`src/rtl/uart_receiver_if.sv`:
```
// Serial receive bus: line and ack in, received byte and status out.
// master = receiver side, slave = line driver / byte consumer side.
interface uart_receiver_if;
    logic       rx;
    logic       rx_ack;
    logic [7:0] rx_data;
    logic       rx_valid;
    logic       overrun;
    logic       frame_err;
    logic       busy;

    modport master (
        input  rx, rx_ack,
        output rx_data, rx_valid, overrun, frame_err, busy
    );

    modport slave (
        output rx, rx_ack,
        input  rx_data, rx_valid, overrun, frame_err, busy
    );
endinterface

```
`src/rtl/uart_receiver.sv`:
```
// 8N1 UART receiver with a one-byte holding register, overrun and framing-error reporting.
// Optional `UART_RX_SYNC_EN adds a 2-flop input synchroniser for asynchronous rx.
module uart_receiver #(
    parameter int unsigned CLKS_PER_BIT = 1
) (
    input  logic           clk,
    input  logic           rst,
    uart_receiver_if.master bus
);

    localparam int unsigned HALF = (CLKS_PER_BIT - 1) / 2;
    localparam int unsigned CW   = $clog2(CLKS_PER_BIT) + 1;
    localparam int unsigned BW   = 4;

    typedef enum logic [2:0] {ARM, IDLE, START, DATA, STOP} state_e;

    state_e        state_q;
    logic [BW-1:0] bit_q;
    logic [CW-1:0] cyc_q;
    logic [7:0]    shift_q;
    logic [7:0]    data_q;
    logic          valid_q;
    logic          ovr_q;
    logic          ferr_q;
    logic          busy_q;
    logic          rx_s;

`ifdef UART_RX_SYNC_EN
    logic [1:0] sync_q;

    always_ff @(posedge clk or posedge rst) begin
        if (rst) sync_q <= 2'b11;
        else     sync_q <= {sync_q[0], bus.rx};
    end

    assign rx_s = sync_q[1];
`else
    assign rx_s = bus.rx;
`endif

    // Position within the frame; the IDLE detection edge counts as bit 0, cycle 0.
    logic          active_c;
    logic          sample_c;
    logic          last_c;
    logic [BW-1:0] bit_c;
    logic [CW-1:0] cyc_c;
    logic          stop_ok_c;
    logic          stop_bad_c;
    logic          ack_c;
    logic          load_c;
    logic          drop_c;
    logic          valid_d;
    logic          ovr_d;

    always_comb begin
        active_c = 1'b0;
        bit_c    = '0;
        cyc_c    = '0;
        case (state_q)
            IDLE:             active_c = !rx_s;
            START, DATA, STOP: begin
                active_c = 1'b1;
                bit_c    = bit_q;
                cyc_c    = cyc_q;
            end
            default: ;
        endcase
        sample_c   = active_c && (cyc_c == CW'(HALF));
        last_c     = (cyc_c == CW'(CLKS_PER_BIT - 1));
        stop_ok_c  = sample_c && (bit_c == 4'd9) && rx_s;
        stop_bad_c = sample_c && (bit_c == 4'd9) && !rx_s;
        ack_c      = bus.rx_ack && valid_q;
        load_c     = stop_ok_c && (!valid_q || bus.rx_ack);
        drop_c     = stop_ok_c && valid_q && !bus.rx_ack;
        valid_d    = load_c ? 1'b1 : (ack_c ? 1'b0 : valid_q);
        ovr_d      = drop_c ? 1'b1 : (ack_c ? 1'b0 : ovr_q);
    end

    always_ff @(posedge clk or posedge rst) begin
        if (rst) begin
            state_q <= ARM;
            bit_q   <= '0;
            cyc_q   <= '0;
            shift_q <= '0;
            data_q  <= '0;
            valid_q <= 1'b0;
            ovr_q   <= 1'b0;
            ferr_q  <= 1'b0;
            busy_q  <= 1'b0;
        end else begin
            valid_q <= valid_d;
            ovr_q   <= ovr_d;
            ferr_q  <= stop_bad_c;
            if (load_c) data_q <= shift_q;

            case (state_q)
                // A line held low must return high before a start bit is trusted.
                ARM: begin
                    busy_q <= 1'b0;
                    if (rx_s) state_q <= IDLE;
                end
                default: begin
                    if (active_c) begin
                        if (sample_c && (bit_c == 4'd0) && rx_s) begin
                            state_q <= IDLE;
                            busy_q  <= 1'b0;
                        end else if (sample_c && (bit_c == 4'd9)) begin
                            state_q <= rx_s ? IDLE : ARM;
                            busy_q  <= 1'b0;
                        end else begin
                            busy_q <= 1'b1;
                            if (sample_c && (bit_c != 4'd0)) shift_q[3'(bit_c - 4'd1)] <= rx_s;
                            if (last_c) begin
                                cyc_q   <= '0;
                                bit_q   <= bit_c + 4'd1;
                                state_q <= (bit_c == 4'd8) ? STOP : DATA;
                            end else begin
                                cyc_q <= cyc_c + CW'(1);
                                bit_q <= bit_c;
                                if (state_q == IDLE) state_q <= START;
                            end
                        end
                    end
                end
            endcase
        end
    end

    assign bus.rx_data   = data_q;
    assign bus.rx_valid  = valid_q;
    assign bus.overrun   = ovr_q;
    assign bus.frame_err = ferr_q;
    assign bus.busy      = busy_q;

endmodule

```
`src/flat_wrapper.sv`:
```
// flat-port wrapper written by rule: the top's interface ports become plain ports
module uart_receiver_flat 
#(
    parameter int unsigned CLKS_PER_BIT = 1
)
  (clk, rst, bus_rx, bus_rx_ack, bus_rx_data, bus_rx_valid, bus_overrun, bus_frame_err, bus_busy);
  uart_receiver_if bus_i ();
  input  logic clk;
  input  logic rst;
  input wire logic [$bits(bus_i.rx)-1:0] bus_rx;
  input wire logic [$bits(bus_i.rx_ack)-1:0] bus_rx_ack;
  output wire logic [$bits(bus_i.rx_data)-1:0] bus_rx_data;
  output wire logic [$bits(bus_i.rx_valid)-1:0] bus_rx_valid;
  output wire logic [$bits(bus_i.overrun)-1:0] bus_overrun;
  output wire logic [$bits(bus_i.frame_err)-1:0] bus_frame_err;
  output wire logic [$bits(bus_i.busy)-1:0] bus_busy;
  assign bus_i.rx = bus_rx;
  assign bus_i.rx_ack = bus_rx_ack;
  assign bus_rx_data = bus_i.rx_data;
  assign bus_rx_valid = bus_i.rx_valid;
  assign bus_overrun = bus_i.overrun;
  assign bus_frame_err = bus_i.frame_err;
  assign bus_busy = bus_i.busy;
  uart_receiver #(.CLKS_PER_BIT(CLKS_PER_BIT)) u_core (.clk(clk), .rst(rst), .bus(bus_i));
endmodule
```
`config.mk`:
```
export PLATFORM = sky130hd
export DESIGN_NAME = uart_receiver_flat
export DESIGN_NICKNAME = d
export VERILOG_FILES = /design/src/rtl/uart_receiver_if.sv /design/src/rtl/uart_receiver.sv /design/src/flat_wrapper.sv
export SDC_FILE = /design/constraint.sdc
export NUM_CORES = 1
export LEC_CHECK = 0
export CORE_MARGIN = 4
export CORE_UTILIZATION = 30
export DETAILED_ROUTE_END_ITERATION = 7
export SKIP_CTS_REPAIR_TIMING = 1
export SYNTH_ARGS = -nofsm -noshare
export SYNTH_HDL_FRONTEND = slang
export SYNTH_SLANG_ARGS = --single-unit
export TNS_END_PERCENT = 1
```
`constraint.sdc`:
```
create_clock -name clk -period 2.4 [get_ports clk]
set_input_delay 0.6 -clock clk [delete_from_list [all_inputs] [get_ports clk]]
set_output_delay 0.6 -clock clk [all_outputs]
set_load 0.005 [all_outputs]
```
After elaboration in Yosys (flattened, before gate mapping)
Cells that the tools add are included.

Add/sub/neg operators: 3. Magnitude comparators: 2. Equality and inequality tests: 8. Mux-type cells: 24. Bitwise logic cells: 4. Reductions and logical operators: 26.

Operators by type and width (number): 3-bit 2-to-1 mux (8); 1-bit logical AND (12); 1-bit 2-to-1 mux (11); 8-bit bitwise mux (1); 4-bit equality test, second input constant (2); 4-bit 2-to-1 mux (2); 3-bit by 2-bit equality test with 1-bit output, second input constant (2); 2-bit nonzero test (3); 5-bit != test, second input constant (1); 5-bit AND reduction (1); 4-bit by 1-bit adder with 4-bit output, second input constant (1); 4-bit zero test (1); 3-bit by 4-bit < comparator with 1-bit output, second input constant (1); 1-bit inverter (4); 4-bit AND reduction (1); 4-bit nonzero test (1); 1-bit demux with 3-bit select (1); 3-bit by 1-bit equality test with 1-bit output, second input constant (1); 3-bit equality test, second input constant (1); 3-bit by 1-bit >= comparator with 1-bit output, second input constant (1); 1-bit zero test (3); 3-bit zero test (1); 3-bit AND reduction (1); 3-bit OR reduction (1); other kinds (5) (5).

Register bits: 28. Input bits: 4. Output and inout port bits: 12.

Longest topological paths before layout
Gate-level depths: netlist of the first run.

Depth after elaboration: 10. Mapped depth: 9.

Worst setup path after synthesis of the first run
OpenSTA, ideal clock, no wires.

Path type: register -> register. Start: register u_core.state_q[1]. End: register u_core.bit_q[1]. Library setup time: 0.125 ns. Arrival time: 2.148 ns. Slack: 0.127 ns. Cell stages (with the launch flop): 10. Cells stage by stage: dfrtp_1 clkbuf_2 or3b_4 nand2_1 nand2_1 ha_1 nand3b_1 o31a_1 o31a_1 mux2_2.

Word-level cells in the longest chain between the ends: 9. Elaborated cells between the ends (all ways): 22.

Ends and longest elaborated chain: start, declared (RTL line uart_receiver.sv:17) `state_e state_q;`; start signal, assigned (RTL line uart_receiver.sv:108) `state_q <= rx_s ? IDLE : ARM;`; start signal, assigned (RTL line uart_receiver.sv:116) `state_q <= (bit_c == 4'd8) ? STOP : DATA;`; branches (longest 9 deep; another with 4-bit by 1-bit adder with 4-bit output); end signal, assigned (RTL line uart_receiver.sv:115) `bit_q <= bit_c + 4'd1;`; end signal, assigned (RTL line uart_receiver.sv:119) `bit_q <= bit_c;`; end, declared (RTL line uart_receiver.sv:18) `logic [BW-1:0] bit_q;`.

Several ways; the timed one is not identified. A chain may end at the register's enable or synchronous reset.

Final worst setup path of the first run
Start: register u_core.state_q[0]. End: register u_core.shift_q[2].

Word-level cells in the longest chain between the ends: 9. Elaborated cells between the ends (all ways): 29.

Ends and longest elaborated chain: 3-bit by 2-bit equality test with 1-bit output / 3-bit equality test (equally long branches) (RTL line uart_receiver.sv:59) `case (state_q)`; 3-bit OR reduction (RTL line uart_receiver.sv:59); 4-bit 2-to-1 mux / 1-bit 2-to-1 mux (equally long branches) (RTL line uart_receiver.sv:59); 3-bit by 1-bit subtractor with 3-bit output / 1-bit inverter (equally long branches) (RTL line uart_receiver.sv:112, uart_receiver.sv:68); 3-bit by 4-bit < comparator with 1-bit output (implied by the code) (tied with other cells) (RTL line uart_receiver.sv:112) `if (sample_c && (bit_c != 4'd0)) shift_q[3'(bit_c - 4'd1)] <= rx_s;`; 1-bit logical AND (on tied branches) (RTL line uart_receiver.sv:112, uart_receiver.sv:104); 1-bit 2-to-1 mux (implied by the code) / 1-bit logical AND (equally long branches) (RTL line uart_receiver.sv:112, uart_receiver.sv:104); 1-bit demux with 3-bit select / 1-bit inverter (equally long branches); 8-bit bitwise mux / 5-bit AND reduction (equally long branches); end signal, assigned by index (RTL line uart_receiver.sv:112); end, declared (RTL line uart_receiver.sv:20) `logic [7:0] shift_q;`.

Several ways; a longest one is shown, not always the timed one.

==> results.cfg, run 1 <==
[sta]
fmaxAchievable_mhz = 433
timing.hold.ws_ps = 490
slew_violations = 0
finalSetupTns_ps = 0
rsz0062_at_grt = no
worstMarginPinSlew_ps = 572
setup_viol = 0
clock-skew-final_ps = 5.40
hold_viol = 0
finalCritPeriodShare = 0.962
fin_ws_ps = 90.9
maxSlewHeadroom = 0.617
fin_crit_ps = 2310

[grt]
grt_max_degree = 17
antenna_found_initial = 0
grt_overflow = 0
grtUsageTotal = 0.108
grt_pass1_wl_mm = 4.74
grt_pass1_vias = 967

[setup_path]
cp_cell_sequence = or3b_4 > nand2_2 > nand2_1 > ha_4 > inv_1 > o21ai_0 > nor4_1 > mux2_2
cp_slowest_cell = dfrtp_2
slowest_delay_ps = 430
crit_type = register to register
startpoint_type = register
cp_data_required_time_ps = 2570
cp.arrival_ps = 2480
end_kind = register
crit_fanout = 7

[detailed_routing]
detail-route-antenna-nets = 0
drt-initial-drc-count = 53
vias = 1001
routed_wl_mm = 2.92
vias_per_cell = 5.21
wl_per_cell_um = 15.2
drt-pass1-iter-count = 4
drc = 0

[pwr]
power.leakage_nw = 0.702
power_mw = 2.07
peakVddDrop_v = 0.000474
powerDensity_nw_per_um2 = 1230

[clock_tree]
cts_made_buffers = 3
cts_tree = yes
clockRootBuffer = clkbuf_8
ctsLongestPathBuffers = 2
cts_sinks = 27
clk_pin_slew_worst_paths_ps = 100
clock_latency_ps = 280
htreeDepth = 1

[cells_and_area]
drive_gt1_frac = 0.271
fillers = 428
final-seq-area_um2 = 678
antenna_cells = 0
final_cells = 192
multiInputGateArea_um2 = 647
area_growth_syn_to_layout_pct = 23.5
layout.nets = 146

[synthesis]
ys_seq_elements = 27
netlist_area_um2 = 1360
synthArstFlopShare = 1.00
yosys_warnings = 0
syn_inst = 119
synth_edf_count = 0
syn_nets = 124
yosysTopAreaCell = dfrtp_1
syn-mean-instance-area_um2 = 11.4
ys_types = 42
synth_top_area_frac = 0.497
netlist_top_cells_area = dfrtp_1 (50%), mux2_2 (12%), o21ai_0 (2.9%)
yosysSeqAreaShare = 0.497
ys.flop_type = dfrtp_1

[floorplanning]
die_w_um = 75.3
die_area_um2 = 5670
coreArea_um2 = 4380
die_height_um = 75.3
pin_count = 16
initial_core_util = 0.310
row_count = 24

[run]
maxCapViolations = 0

[place]
dp_slack_ps = 49.4
place_congestion = 0.895
hpwl_mm = 2.15
io_buffers = 15
dp_cells = 186

[hold_path]
hp-class = register to register

[status]
status = completed
-- final cells by class --
| type | count | area share |
|---|---|---|
| clock buffer | 3 | 0.0246 |
| clock inverter | 1 | 0.00298 |
| inverter | 5 | 0.0112 |
| multi-input combinational | 81 | 0.386 |
| sequential | 27 | 0.404 |
| tap | 52 | 0.0388 |
| timing repair buffer | 23 | 0.133 |
-- Yosys cell counts (all sizes together), types with 2 or more instances --
cell,number
buf,2
clkbuf,4
o31ai,2
or3b,2
nand2,10
nand3,3
o21ai,8
o22ai,2
dfrtp,27
nand2b,2
mux2,17
nor3,3
nor2,3
o2111ai,2
a211oi,2
o31a,3
nor2b,2
nor4,2
inv,5
-- through the flow --
stage,util,instance area (µm²)
global route,0.383,1680
global placement,0.365,1600
floorplan,-,1360
finish,0.383,1680
CTS,0.375,1650
detailed placement,0.365,1600
-- final timing paths --
path | from | endpoint | slack (ps) | cells after the start
setup / recovery | u_core.state_q[0] | u_core.shift_q[2] | 90 | 8
setup reg to reg | u_core.state_q[0] | u_core.shift_q[2] | 90 | 8
min in group asynchronous | rst | u_core.bit_q[3] | 660 | 2
hold reg to reg | u_core.bus.busy | u_core.bus.busy | 490 | 2
hold / removal | u_core.bus.busy | u_core.bus.busy | 490 | 2
max in group asynchronous | rst | u_core.bus.rx_data[4] | 1290 | 3
-- state kept, by name, indices dropped and copies added (netlist names) --
name / cells
u_core.bus.rx_valid: 1
u_core.shift_q: 8
u_core.bus.rx_data: 8
u_core.state_q: 3
u_core.bus.overrun: 1
u_core.bus.busy: 1
u_core.bit_q: 4
u_core.bus.frame_err: 1
-- critical path: cells and delay by family, from the launching register on --
family                     cells  cell delay, ps
buffers and inverters          1             100
AOI/OAI and AO/OA              1              90
muxes                          1             380
DFF                            1             430
adders and majority gates      1             220
and+or+nand+nor                4             990
-- layer usage --
layer / up-vias / track usage / share of wire
li1: 481 / - / -
met1: 496 / 0.148 / 0.47
met2: 21 / 0.174 / 0.49
met3: 3 / 0.0237 / 0.036
met4: 0 / 0.0252 / 0.0072
met5: - / 0 / 0
-- where the power goes --
group	switching (mW)	internal [mW]
clock network	0.147	0.117
registers	0.166	0.637
logic	0.476	0.525
total	0.790	1.28
-- logic make-up (layout without fill, tap and decap cells) --
logic type	count (synthesis)	count (layout)	synth area share
AOI/OAI and AO/OA	26	26	0.144
muxes	17	17	0.146
adders and majority gates	1	1	0.00921
DFF	27	27	0.497
xor gates and xnor gates	1	1	0.00645
buffers and inverters	11	32	0.0377
and+or+nand+nor	36	36	0.159
-- cells in the final DEF (no fill, tap or decap), types with 3 or more instances in the layout --
cell and instances:
clkbuf_8 3, nor2_1 3, clkdlybuf4s50_1 15, buf_4 7, dfrtp_1 25, nor3_1 3, o21ai_0 8, inv_1 5
nand2_1 9, mux2_2 15, o31a_1 3
Note: power is estimated with default switching activity, not from simulation.
==> run 2, diff against run 1 <==
--- a/config.mk
+++ b/config.mk
@@ -5,10 +5,10 @@
 export SDC_FILE = /design/constraint.sdc
 export NUM_CORES = 1
 export LEC_CHECK = 0
-export CORE_MARGIN = 4
 export CORE_UTILIZATION = 30
 export DETAILED_ROUTE_END_ITERATION = 7
 export SKIP_CTS_REPAIR_TIMING = 1
+export SKIP_LAST_GASP = 1
 export SYNTH_ARGS = -nofsm -noshare
 export SYNTH_HDL_FRONTEND = slang
 export SYNTH_SLANG_ARGS = --single-unit
==> run 2 against run 1 <==
  * Fmax is 3.3% higher
  * Critical path depth unchanged
  * Flip-flop and latch count did not move
  * Critical path type unchanged
  * Largest power group unchanged
==> results.cfg, run 2 (same netlist as run 1, synthesis figures left out) <==
[setup_path]
crit_type = register to register
cp.arrival_ps = 2400
slowest_delay_ps = 440
startpoint_type = register
cp_slowest_cell = dfrtp_2
cp_data_required_time_ps = 2570
rr_startpoint = u_core.state_q[0]
end_kind = register
r2r-end = u_core.shift_q[2]
crit_fanout = 7
cp_cell_sequence = or3b_4 > nand2_2 > nand2_1 > ha_4 > inv_2 > o21ai_0 > nor4_1 > mux2_2
rrSetupSlack_ps = 170
cp.buffers_inverters = 1
worstSetupPathDepth = 8
cp_top_family = simple AND/OR/NAND/NOR gates
r2r_cells = 8

[place]
hpwl_mm = 1.92
place_congestion = 0.934
io_buffers = 15
dp_cells = 187

[hold_path]
hp-start = u_core.bus.busy
hp-class = register to register
min_to = u_core.bus.busy
holdPathStages = 2

[pwr]
power_frac_comb = 0.484
pwr-share-seq = 0.390
clock_power_share = 0.126
sw_frac_of_total = 0.376
power.leakage_nw = 0.697
p_switching_mw = 0.772
powerDensity_nw_per_um2 = 1230
power_mw = 2.06
peakVddDrop_v = 0.000479
intPower_mw = 1.28

[grt]
antenna_found_initial = 0
grt_overflow = 0
grtUsageTotal = 0.119
grt_max_degree = 28
grt_pass1_vias = 995
grt_pass1_wl_mm = 4.66

[clock_tree]
ctsLongestPathBuffers = 2
htreeDepth = 1
cts_made_buffers = 3
cts_tree = yes
clk_pin_slew_worst_paths_ps = 90
clockRootBuffer = clkbuf_8
cts_sinks = 27
clock_latency_ps = 270

[sta]
slew_violations = 0
maxSlewHeadroom = 0.604
fmaxAchievable_mhz = 447
worstMarginPinSlew_ps = 592
setup_viol = 0
rsz0062_at_grt = no
hold_viol = 0
fin_crit_ps = 2230
finalSetupTns_ps = 0
clock-skew-final_ps = 1.45
finalCritPeriodShare = 0.931

[detailed_routing]
drt-pass1-iter-count = 4
drc = 0
detail-route-antenna-nets = 0
vias_per_cell = 5.08
drt-initial-drc-count = 24
routed_wl_mm = 2.73
wl_per_cell_um = 14.2
vias = 975

[cells_and_area]
drive_gt1_frac = 0.286
final-seq-area_um2 = 678
layout_common_cells = dfrtp_1 (25), mux2_2 (15), clkdlybuf4s50_1 (15)
final_cells = 192
multiInputGateArea_um2 = 649
area_growth_syn_to_layout_pct = 22.7
fillers = 415
antenna_cells = 0
final_common_cell = dfrtp_1
layout.nets = 146

[floorplanning]
initial_core_util = 0.312
row_count = 24
coreArea_um2 = 4350
die_area_um2 = 4800
die_w_um = 69.3
pin_count = 16
die_height_um = 69.3

[run]
maxCapViolations = 0

[status]
status = completed
run 2: cell counts in the layout (fill, tap and decap cells not counted):
No cell type changed its count.
run 2: how the worst max path moves through the flow:
| stage | startpoint | endpoint |
|---|---|---|
| final | u_core.state_q[0] | u_core.shift_q[2] |
| after global routing | u_core.state_q[0] | u_core.shift_q[2] |
| after CTS | u_core.state_q[0] | u_core.shift_q[2] |
| after detailed placement | u_core.state_q[0] | u_core.shift_q[2] |
| after global placement | u_core.state_q[0] | u_core.bit_q[1] |
| after floorplan | u_core.state_q[1] | u_core.bit_q[1] |
run 2: stage by stage:
step | util | setup slack (ps) | hold slack [ps] | instance area [µm²]
after global placement | 0.366 | 170 | 467 | 1590
final | 0.383 | 165 | 485 | 1670
after global routing | 0.383 | 25.3 | 527 | 1670
after CTS | 0.377 | 85.0 | 490 | 1640
after floorplan | - | 127 | 467 | 1360
after detailed placement | 0.366 | 95.9 | 468 | 1590
run 2: layout make-up:
type,instances,share of cell area
repair buffers,23,0.126
well taps,52,0.0390
inverters,5,0.0113
clock buffers,3,0.0248
clock inverters,1,0.00300
flip-flops and latches,27,0.407
multi-input cells,81,0.389
run 2: worst reg2reg max path, stage by stage, from the launching register on:
cell,delay [ps]
dfrtp_2,440
or3b_4,430
nand2_2,100
nand2_1,100
ha_4,220
inv_2,70
o21ai_0,70
nor4_1,330
mux2_2,370
run 2: power by group through the flow:
stage          Sequential [mW]  Clock [mW]  Combinational [mW]
2_1_floorplan            0.729           0               0.704
3_3_place_gp             0.791           0               0.923
3_5_place_dp             0.804           0               0.944
4_1_cts                  0.794       0.269               0.951
5_1_grt                  0.832       0.281                1.11
6_report                 0.801       0.259               0.996
run 2: routing by layer:
metal	track usage	vias up	part of all wire
met1	0.159	473	0.48
met3	0.0233	6	0.026
met5	0	-	0
met4	0.0431	0	0.022
li1	-	482	-
met2	0.192	14	0.47
==> run 3, diff against run 2 <==
--- a/config.mk
+++ b/config.mk
@@ -5,6 +5,7 @@
 export SDC_FILE = /design/constraint.sdc
 export NUM_CORES = 1
 export LEC_CHECK = 0
+export ABC_CLOCK_PERIOD_IN_PS = 1900
 export CORE_UTILIZATION = 30
 export DETAILED_ROUTE_END_ITERATION = 7
 export SKIP_CTS_REPAIR_TIMING = 1
==> constraint.sdc (replaced) <==
create_clock -name clk -period 1.9 [get_ports clk]
set_input_delay 0.475 -clock clk [delete_from_list [all_inputs] [get_ports clk]]
set_output_delay 0.475 -clock clk [all_outputs]
set_load 0.005 [all_outputs]
==> run 3 against run 2 <==
  * Clock power grew 28%
  * Global-route usage increased by 1.3 points
  * First-iteration DRC count grew 79%
  * Die area unchanged
  * Power is 47% higher
  * Cell count rose by 9.9%
  * Highest routed layer unchanged
  * The run now ends with setup timing left
  * Sequential power grew 19%
==> results.cfg, run 3 (same netlist as run 1, synthesis figures left out) <==
[cells_and_area]
layout_common_cells = buf_4 (27), dfrtp_1 (27), mux2_2 (15), clkdlybuf4s50_1 (15)
antenna_cells = 0
area_growth_syn_to_layout_pct = 35.6
final_util = 0.423
final-seq-area_um2 = 676
layout.nets = 165
multiInputGateArea_um2 = 683
final_cells = 211
fillers = 408
drive_gt1_frac = 0.384

[pwr]
peakVddDrop_v = 0.000643
clock_power_share = 0.110
intPower_mw = 1.91
pwr-share-seq = 0.317
power.leakage_nw = 0.796
powerDensity_nw_per_um2 = 1640
power_frac_comb = 0.573
sw_frac_of_total = 0.365
p_switching_mw = 1.10

[setup_path]
r2r-end = u_core.shift_q[6]
crit_fanout = 5
end_kind = register
cp_data_required_time_ps = 2070
r2r_cells = 8
rrSetupSlack_ps = -190
cp.arrival_ps = 2260
endpoint = u_core.shift_q[6]
crit_start = u_core.state_q[1]
crit_type = register to register
startpoint_type = register
rr_startpoint = u_core.state_q[1]

[detailed_routing]
vias = 1053
vias_per_cell = 4.99
detail-route-antenna-nets = 0
drc = 0
routed_wl_mm = 2.91
drt-initial-drc-count = 43
drt-pass1-iter-count = 4
wl_per_cell_um = 13.8

[sta]
rsz0062_at_grt = yes
fin_ws_ps = -190
finalCritPeriodShare = 1.10
timing.hold.ws_ps = 494
fmaxAchievable_mhz = 478
clock-skew-final_ps = 8.03
worstMarginPinSlew_ps = 354
hold_viol = 0
fin_crit_ps = 2090
maxSlewHeadroom = 0.762
finalSetupTns_ps = -1230
setup_viol = 15
slew_violations = 0

[grt]
grt_overflow = 0
antenna_found_initial = 0
grt_pass1_vias = 1082
grt_max_degree = 28
grt_pass1_wl_mm = 5.06
grtUsageTotal = 0.133

[floorplanning]
initial_core_util = 0.312
die_height_um = 69.3
pin_count = 16
die_area_um2 = 4800
coreArea_um2 = 4350
die_w_um = 69.3
row_count = 24

[place]
place_congestion = 0.855
dp_cells = 204
hpwl_mm = 2.17
io_buffers = 15
dp_slack_ps = -220

[clock_tree]
cts_sinks = 27
clockRootBuffer = clkbuf_8
htreeDepth = 1
cts_made_buffers = 3
clock_latency_ps = 280
clk_pin_slew_worst_paths_ps = 90
cts_tree = yes
ctsLongestPathBuffers = 2

[hold_path]
hp-class = register to register
hp-start = u_core.bus.busy

[status]
status = complete, but fails checks
violations = setup timing

[run]
maxCapViolations = 0
## run 3: final cells by class
class                      instances  share of cell area
sequential                        27               0.367
timing repair buffer              42               0.191
clock buffer                       4              0.0244
inverter                           5              0.0115
multi-input combinational         81               0.371
tap                               52              0.0353
## run 3: worst min path at each step
stage               cells after the start                end  slack, ps
global route                            1  u_core.shift_q[4]        530
global placement                        2    u_core.bus.busy        470
finish                                  2    u_core.bus.busy        490
detailed placement                      2    u_core.bus.busy        470
CTS                                     2    u_core.bus.busy        490
floorplan                               2    u_core.bus.busy        470
## run 3: per-layer routing
| metal | wire length, µm | vias to the layer above | global-route usage |
|---|---|---|---|
| met5 | 0 | - | 0 |
| met4 | 46 | 0 | 0.0476 |
| met3 | 71 | 5 | 0.0233 |
| met2 | 1390 | 16 | 0.216 |
| met1 | 1400 | 516 | 0.177 |
| li1 | - | 516 | - |
## run 3: power groups by stage
stage	clock network [mW]	logic, mW	registers [mW]
finish	0.331	1.73	0.956
global route	0.363	1.90	0.993
CTS	0.336	1.54	0.951
detailed placement	0	1.54	0.957
global placement	0	1.50	0.945
floorplan	0	0.910	0.921
## run 3: per-stage QoR
step	cell area (µm²)	power, mW
after floorplan	1370	1.83
after global placement	1730	2.45
after detailed placement	1730	2.49
after CTS	1780	2.83
after global routing	1840	3.26
final	1840	3.02
## run 3: critical path: stages, from the launching register on
cell,delay (ps)
dfrtp_1,430
or3b_4,430
nand2_4,100
nand2_2,70
ha_4,180
buf_4,130
buf_4,120
o2111ai_2,160
mux2_2,350
